**src/rtl/cpu_core.sv**
```systemverilog
// cpu_core: parametrised two-cycle fetch/execute CPU with 4 registers, Z/C flags, load/store and halt
module cpu_core #(
    parameter int BW = 16,
    parameter int AW = 8
) (
    input  logic          clk,
    input  logic          rst,
    input  logic [15:0]   cin,
    input  logic [BW-1:0] din,
    output logic [AW-1:0] addr,
    output logic [BW-1:0] dout,
    output logic          we,
    output logic          halted
);
    typedef enum logic [1:0] {FETCH, EXEC, HALT} state_t;
    state_t        r_state;
    logic [AW-1:0] r_pc;
    logic [15:0]   r_ir;
    logic [BW-1:0] r_regs [4];
    logic          r_z, r_c;
    logic [BW-1:0] r_dout;
    logic [3:0]    w_op;
    logic [1:0]    w_rd, w_rs;
    logic [AW-1:0] w_imm;
    logic [BW-1:0] w_a, w_b;
    logic [BW:0]   w_res;
    logic          w_exec, w_mem, w_wr, w_fl, w_jmp;
    assign w_op   = r_ir[15:12];
    assign w_rd   = r_ir[11:10];
    assign w_rs   = r_ir[9:8];
    assign w_imm  = AW'(r_ir[7:0]);
    assign w_a    = r_regs[w_rd];
    assign w_b    = r_regs[w_rs];
    assign w_exec = r_state == EXEC;
    assign w_mem  = w_op == 4'h9 || w_op == 4'hA;
    assign w_wr   = (w_op >= 4'h1 && w_op <= 4'h9) || w_op == 4'hE;
    assign w_fl   = w_op >= 4'h2 && w_op <= 4'h8;
    assign w_jmp  = w_op == 4'hB || (w_op == 4'hC && r_z) || (w_op == 4'hD && r_c);
    assign addr   = rst ? '0 : (w_exec && w_mem) ? w_imm : r_pc;
    assign we     = !rst && w_exec && w_op == 4'hA;
    assign halted = !rst && r_state == HALT;
    assign dout   = r_dout;
    always_comb begin
        w_res = {1'b0, w_a};
        case (w_op)
            4'h1:    w_res = {1'b0, BW'(r_ir[7:0])};
            4'h2:    w_res = {1'b0, w_a} + {1'b0, w_b};
            4'h3:    w_res = {1'b0, w_a} - {1'b0, w_b};
            4'h4:    w_res = {1'b0, w_a & w_b};
            4'h5:    w_res = {1'b0, w_a | w_b};
            4'h6:    w_res = {1'b0, w_a ^ w_b};
            4'h7:    w_res = {w_a, 1'b0};
            4'h8:    w_res = {w_a[0], 1'b0, w_a[BW-1:1]};
            4'h9:    w_res = {1'b0, din};
            4'hE:    w_res = {1'b0, w_b};
            default: w_res = {1'b0, w_a};
        endcase
    end
    always_ff @(posedge clk) begin
        if (rst) begin
            r_state <= FETCH;
            r_pc    <= '0;
            r_ir    <= '0;
            r_z     <= 1'b0;
            r_c     <= 1'b0;
            r_dout  <= '0;
            for (int i = 0; i < 4; i++) r_regs[i] <= '0;
        end else if (r_state == FETCH) begin
            r_ir    <= cin;
            r_state <= EXEC;
        end else if (w_exec) begin
            r_pc    <= w_jmp ? w_imm : r_pc + AW'(1);
            r_state <= w_op == 4'hF ? HALT : FETCH;
            if (w_wr) r_regs[w_rd] <= w_res[BW-1:0];
            if (w_fl) begin
                r_c <= w_res[BW];
                r_z <= w_res[BW-1:0] == '0;
            end
            if (w_op == 4'hA) r_dout <= w_b;
        end
    end
endmodule

```
**config.mk**
```make
export PLATFORM = sky130hd
export DESIGN_NAME = cpu_core
export DESIGN_NICKNAME = d
export VERILOG_FILES = /design/src/rtl/cpu_core.sv
export SDC_FILE = /design/constraint.sdc
export NUM_CORES = 1
export LEC_CHECK = 0
export ABC_AREA = 1
export BUFFER_PORTS_ARGS = -buffer_cell sky130_fd_sc_hd__buf_2
export CAP_MARGIN = 5
export CORE_MARGIN = 5
export CORE_UTILIZATION = 56
export DETAILED_ROUTE_END_ITERATION = 7
export PLACE_DENSITY = 0.78
export SYNTH_ARGS = -nofsm -noshare
export SYNTH_HDL_FRONTEND = slang
export SYNTH_SLANG_ARGS = --single-unit
```
**constraint.sdc**
```tcl
create_clock -name clk -period 3.2 [get_ports clk]
set_clock_uncertainty 0.05 [all_clocks]
set_input_delay 0.48 -clock clk [delete_from_list [all_inputs] [get_ports clk]]
set_output_delay 0.48 -clock clk [all_outputs]
set_load 0.005 [all_outputs]
```
==> impl_metrics.tcl, run 1 <==
set metrics [dict create \
    die_area_sq_um 17700 \
    critPathKind "reg2reg" \
    grtUsageTotal_pct 30.2 \
    violations "negative setup slack" \
    ios 60 \
    setup_ws_ns -0.276 \
    synthArstFlopShare_pct 0 \
    num-fill-cells 1197 \
    crit_arrival_ns 3.72 \
    path_max_fanout 5 \
    hold_viol_final 0 \
    powerDensity_nw_per_um2 476 \
    cts_tree "done" \
    met3WireLength_mm 2.75 \
    insertion_delay_ns 0.37 \
    ctsHtreeMaxLevel 3 \
    required_ns 3.45 \
    drive_gt1_share_pct 27.1 \
    wl_mm 28.6 \
    cp-endpoint "r_z$_SDFFE_PP0P_" \
    gp_congestion 0.958 \
    crit_path_end_kind "register" \
    fin_util_pct 72.5 \
    fin_crit_sh_pct 109 \
    vias 9360 \
    hp-start "cin[10]" \
    cts.path.max_buffers 2 \
    seq_area_frac_synth_pct 33.9 \
    grt_max_degree 34 \
    syn-num-nets 1362 \
    met2_length_mm 12.9 \
    die_h_microns 133 \
    dpl.hpwl_mm 20.4 \
    syn_avg_cell_area_sq_um 6.65 \
    worst_pin_slew_ns 1.28 \
    detail-route-antenna-nets 0 \
    numCtsBuffers 9 \
    gr-total-overflow 0 \
    viasPerCell 5.71 \
    crit_path_start_kind "register" \
    multi_input_area_sq_um 5470 \
    io_buffers 59 \
    yosysTopAreaCell "edfxtp_1" \
    drtIter0Drc 1280 \
    hold_path_class "in2reg" \
    dr.pass1.iters 6 \
    p_leak_nw 5.20 \
    path_clk_slew_ns 0.07 \
    drc 0 \
    grt_pass1_wl_mm 42.8 \
    setup_violations 33 \
    yosysUniqueCellTypes 40 \
    cts-root-buf "clkbuf_16" \
    drv_slew 0 \
    routed.top_layer "met4" \
    antenna_found_initial 0 \
    wl_met1_mm 11.9 \
    rows 45 \
    core_area_sq_um 15000 \
    synthFlopType "edfxtp_1" \
    ys_ff_latch 112 \
    n_antenna_cell 0 \
    areaGrowthSynthToFinish_pct 28.3 \
    ir_drop_v 0.000391 \
    dieWidth_microns 133 \
    register_area_sq_um 2890 \
    ys_top_cells_by_area "edfxtp_1 (23%), nand2_1 (18%), dfxtp_1 (11%), nand3_1 (8.1%), ha_1 (7.4%)" \
    power_mw 5.18 \
    r2r_end "r_z$_SDFFE_PP0P_" \
    finalCriticalPeriod_ns 3.48 \
    syn_area_sq_um 8500 \
    r2r_slack_ns -0.28 \
    synth_edf_count 64 \
    grt_pass1_vias 8198 \
    reg2reg_depth 26 \
    netlist.area_leader.share_pct 22.6 \
    clock.fmax_mhz 288 \
    cts_sinks 112 \
    rsz0062_at_grt "yes" \
    syn-instance-count 1277 \
    status "finished with violations" \
    drt-wirelength-per-cell_microns 17.5 \
    initial_core_util_pct 56.5 \
    max-cap-violations 0 \
    max_slew_margin_pct 14.4 \
    final_nets 1532 \
    yosys_warnings 0 \
]
-- worst max-delay path, stage by stage, from the launching register on --
cell     delay, ns
dfxtp_4       0.40
buf_4         0.13
nand2_1       0.05
nand3_1       0.09
and2_4        0.18
inv_4         0.05
ha_4          0.16
nand3_4       0.07
inv_4         0.04
buf_4         0.12
a31oi_2       0.16
xor2_1        0.24
ha_1          0.31
buf_4         0.16
nand2_4       0.07
inv_1         0.05
nand2_1       0.08
nand2_2       0.08
a21oi_2       0.16
nand3_1       0.13
nand3_2       0.11
nand2_1       0.07
nand2_2       0.08
nand2_2       0.06
nor2_2        0.09
nand4_1       0.07
a21oi_1       0.12
-- synth_stat cells (all sizes together), types with 12 or more instances --
cell type	n
nor2	155
nand4	12
nor3	12
edfxtp	64
nand2	431
ha	50
clkbuf	15
dfxtp	48
nand3	141
inv	130
o21ai	69
buf	31
and2	13
xor2	19
a21oi	66
-- power by group --
part | leakage [nW] | internal [mW] | switching [mW]
sequential | 1.06 | 1.59 | 0.0521
clock | 0.144 | 0.581 | 0.533
combinational | 4.00 | 0.981 | 1.44
-- metal layers --
layer / GRT usage, % / vias to the layer above
met5: 0 / -
met3: 5.55 / 90
met4: 12.3 / 0
li1: - / 4457
met1: 43.4 / 4259
met2: 44.9 / 554
-- registers in the layout (all words and copies together), names as in the netlist, named ones only --
signal and count:
dout 16, r_c 1, r_ir 16, r_pc 8, r_regs 64, r_state 2
r_z 1
-- how the worst min path moves through the flow --
stage,end,slack [ns],cells after the start
global route,r_ir[2]$_SDFFE_PP0P_,0.34,3
global placement,r_state[0]$_SDFFE_PP0P_,0.42,1
detailed placement,r_state[0]$_SDFFE_PP0P_,0.44,1
floorplan,r_c$_SDFFE_PP0P_,0.40,2
CTS,r_ir[10]$_SDFFE_PP0P_,0.33,3
finish,r_ir[10]$_SDFFE_PP0P_,0.33,3
-- placed cells by master, fill, tap and decap left out, types with 42 or more instances in the layout --
cell / instances
inv_1: 103
edfxtp_1: 64
buf_2: 59
o21ai_0: 61
nor2_1: 133
dfxtp_1: 46
nand2_1: 369
ha_1: 42
nand3_1: 119
nand2_2: 49
a21oi_1: 56
buf_4: 130
-- layout make-up --
class,instances,share of cell area (%)
well taps,188,2.16
inverters,132,4.72
multi-input cells,987,50.2
flip-flops and latches,112,26.5
clock inverters,5,0.333
repair buffers,205,13.8
clock buffers,11,2.33
-- timing repair --
| action | in CTS | in global routing |
|---|---|---|
| hold buffers | 0 | 0 |
| endpoints found under the setup margin | 45 | 58 |
| cloned | 0 | 1 |
| pin swaps | 32 | 54 |
| resized for setup | 54 | 118 |
| setup buffers | 12 | 14 |
-- cells by family after synthesis --
family	after synthesis	share of synthesized area, %
DFF	112	33.9
AOI/OAI and AO/OA	146	9.03
buffers and inverters	178	8.91
xor gates and xnor gates	19	1.96
adders and majority gates	51	7.60
and+or+nand+nor	771	38.6
-- metrics by stage --
| stage | hold slack (ns) | setup TNS [ns] | instances | setup WS, ns | instance area [sq um] |
|---|---|---|---|---|---|
| floorplan | 0.395 | 0 | 1277 | 0.000937 | 8520 |
| global placement | 0.419 | -5.67 | 1597 | -0.280 | 9720 |
| detailed placement | 0.442 | -8.09 | 1597 | -0.345 | 9720 |
| CTS | 0.332 | -1.97 | 1625 | -0.129 | 10300 |
| global route | 0.343 | -11.07 | 1640 | -0.442 | 10900 |
| finish | 0.328 | -5.77 | 1640 | -0.276 | 10900 |
(Power assumes the default switching activity.)
==> run 2: changes to the inputs <==
==> constraint.sdc (replaced) <==
create_clock -name clk -period 3.1 [get_ports clk]
set_clock_uncertainty 0.05 [all_clocks]
set_input_delay 0.465 -clock clk [delete_from_list [all_inputs] [get_ports clk]]
set_output_delay 0.465 -clock clk [all_outputs]
set_load 0.005 [all_outputs]
==> run 2 against run 1 <==
- combinational power decreased by 2%
- count of clock-buffer cells in the layout is 1 lower
- first-iteration DRC count down 22%
- the run still ends with negative setup slack left
- sequential share of layout area up 0.43 points
- sequential power rose by 2%
- die area unchanged
- worst hold slack lost 0.0035 ns
- routed wire length shrank 3.1%
- sequential cell count is the same
==> impl_metrics.tcl, run 2 (synthesized netlist as in run 1, its figures left out) <==
set metrics [dict create \
    path_clk_slew_ns 0.08 \
    hold_path_class "in2reg" \
    die_h_microns 133 \
    initial_core_util_pct 56.5 \
    cp-endpoint "r_regs[1][15]$_SDFFCE_PN0P_" \
    detail-route-antenna-nets 0 \
    p_leak_nw 5.19 \
    dp.cells 1614 \
    grt_pass1_vias 8270 \
    rows 45 \
    drc 0 \
    crit_path_end_kind "register" \
    numCtsBuffers 9 \
    areaGrowthSynthToFinish_pct 26.1 \
    max_slew_margin_pct 22.6 \
    status "finished with violations" \
    cts_sinks 112 \
    dpl.hpwl_mm 21.0 \
    cts-root-buf "clkbuf_16" \
    drtIter0Drc 1002 \
    worst_pin_slew_ns 1.15 \
    dieWidth_microns 133 \
    grt_max_degree 33 \
    setup_ws_ns -0.416 \
    path_max_fanout 10 \
    drive_gt1_share_pct 24.3 \
    powerDensity_nw_per_um2 492 \
    die_area_sq_um 17700 \
    final_cell_mix "nand2_1 (391), buf_4 (138), nor2_1 (134)" \
    finalCriticalPeriod_ns 3.52 \
    max-cap-violations 0 \
    register_area_sq_um 2890 \
    grt_pass1_wl_mm 42.7 \
    busiest_layer "met2" \
    drt-wirelength-per-cell_microns 16.8 \
    insertion_delay_ns 0.36 \
    use_met3_pct 4.68 \
    grtUsageTotal_pct 30.0 \
    fin_cells 1647 \
    slowest_stage "dfxtp_4" \
    n_antenna_cell 0 \
    ir_drop_v 0.000392 \
    drv_slew 0 \
    violations "negative setup slack" \
    r2r_end "r_regs[1][15]$_SDFFCE_PN0P_" \
    dr.pass1.iters 6 \
    gr-total-overflow 0 \
    final_nets 1539 \
    gp_congestion 1.02 \
    ctsHtreeMaxLevel 3 \
    globalRouteMet1Util_pct 41.9 \
    largest_register_ffs 64 \
    cp_common_cell "nand2_2" \
    core_area_sq_um 15000 \
    ctsHoldBuffers 0 \
    crit_arrival_ns 3.57 \
    wl_mm 27.7 \
    reg2reg_depth 25 \
    vias 9216 \
    multi_input_area_sq_um 5190 \
    ios 60 \
    met2_usage_pct 48.3 \
    required_ns 3.15 \
    fin_crit_sh_pct 113 \
    final_common_cell "nand2_1" \
    regMostFlops "r_regs" \
    stdcell_area_sq_um 10700 \
    cts.path.max_buffers 2 \
    dpl-instance-area_sq_um 9930 \
    rsz0062_at_grt "yes" \
    slowest_delay_ns 0.41 \
    power_mw 5.27 \
    crit_path_start_kind "register" \
    clock.fmax_mhz 284 \
    num-fill-cells 1287 \
    hold_viol_final 0 \
    r2r_slack_ns -0.42 \
    setup_violations 46 \
    pre_cts_slack_ns -0.418 \
    critPathKind "reg2reg" \
    holdWs_ns 0.324 \
    io_buffers 59 \
    viasPerCell 5.60 \
    antenna_found_initial 0 \
    cts_tree "done" \
]
## run 2: cell count changes in the layout (fill, tap and decap cells not counted), moves of 4 or more
cell,delta
buf_12,+5
buf_4,+8
buf_6,-5
ha_1,+4
ha_4,-5
inv_1,+4
nand2_1,+22
nand2_2,-15
nand2_4,-7
nand3_1,+8
nand3_2,-7
xor2_1,+5
## run 2: per-stage QoR
stage | TNS [ns] | util, %
final | -10.67 | 71.3
after global routing | -23.01 | 71.3
after CTS | -6.76 | 69.5
after detailed placement | -10.37 | 66.1
after global placement | -8.19 | 66.1
after floorplan | -0.0157 | -
## run 2: repair_timing
item / in CTS / in global routing
resized for setup: 40 / 58
setup endpoints to repair: 49 / 62
pin swaps: 29 / 35
setup buffers: 12 / 5
## run 2: worst max-delay path, delay by kind of cell, from the launching register on
family          cells  cell delay (ns)
flops               1             0.41
buf+inv             6             0.52
fa+ha+maj           1             0.36
compound gates      1             0.13
simple gates       16             1.70
xor+xnor            1             0.08
## run 2: metal layers
layer  part of all wire [%]  wire, microns  vias to the layer above
met3                    8.4           2320                       57
met1                     43          11800                     4253
li1                       -              -                     4484
met4                    2.5            687                        0
met2                     47          12900                      422
met5                      0              0                        -
## run 2: area by class of cell
cell class | count | share of cell area, %
Clock buffer | 10 | 2.14
Clock inverter | 6 | 0.782
Inverter | 132 | 4.76
Multi-Input combinational cell | 987 | 48.4
Sequential cell | 112 | 26.9
Tap cell | 188 | 2.19
Timing Repair Buffer | 212 | 14.7
## run 2: how the worst min path moves through the flow
| stage | from | endpoint | slack [ns] | depth (start not counted) |
|---|---|---|---|---|
| floorplan | r_z$_SDFFE_PP0P_ | r_z$_SDFFE_PP0P_ | 0.39 | 2 |
| global placement | r_c$_SDFFE_PP0P_ | r_c$_SDFFE_PP0P_ | 0.42 | 2 |
| detailed placement | r_c$_SDFFE_PP0P_ | r_c$_SDFFE_PP0P_ | 0.43 | 2 |
| CTS | cin[11] | register | 0.32 | 3 |
| global route | cin[11] | register | 0.35 | 3 |
| finish | cin[11] | register | 0.32 | 3 |
## run 2: where the power goes
group	internal [mW]	switching [mW]	leakage, nW
Sequential	1.64	0.0500	1.06
Combinational	0.965	1.39	3.98
Clock	0.646	0.569	0.152
Total	3.26	2.01	5.19
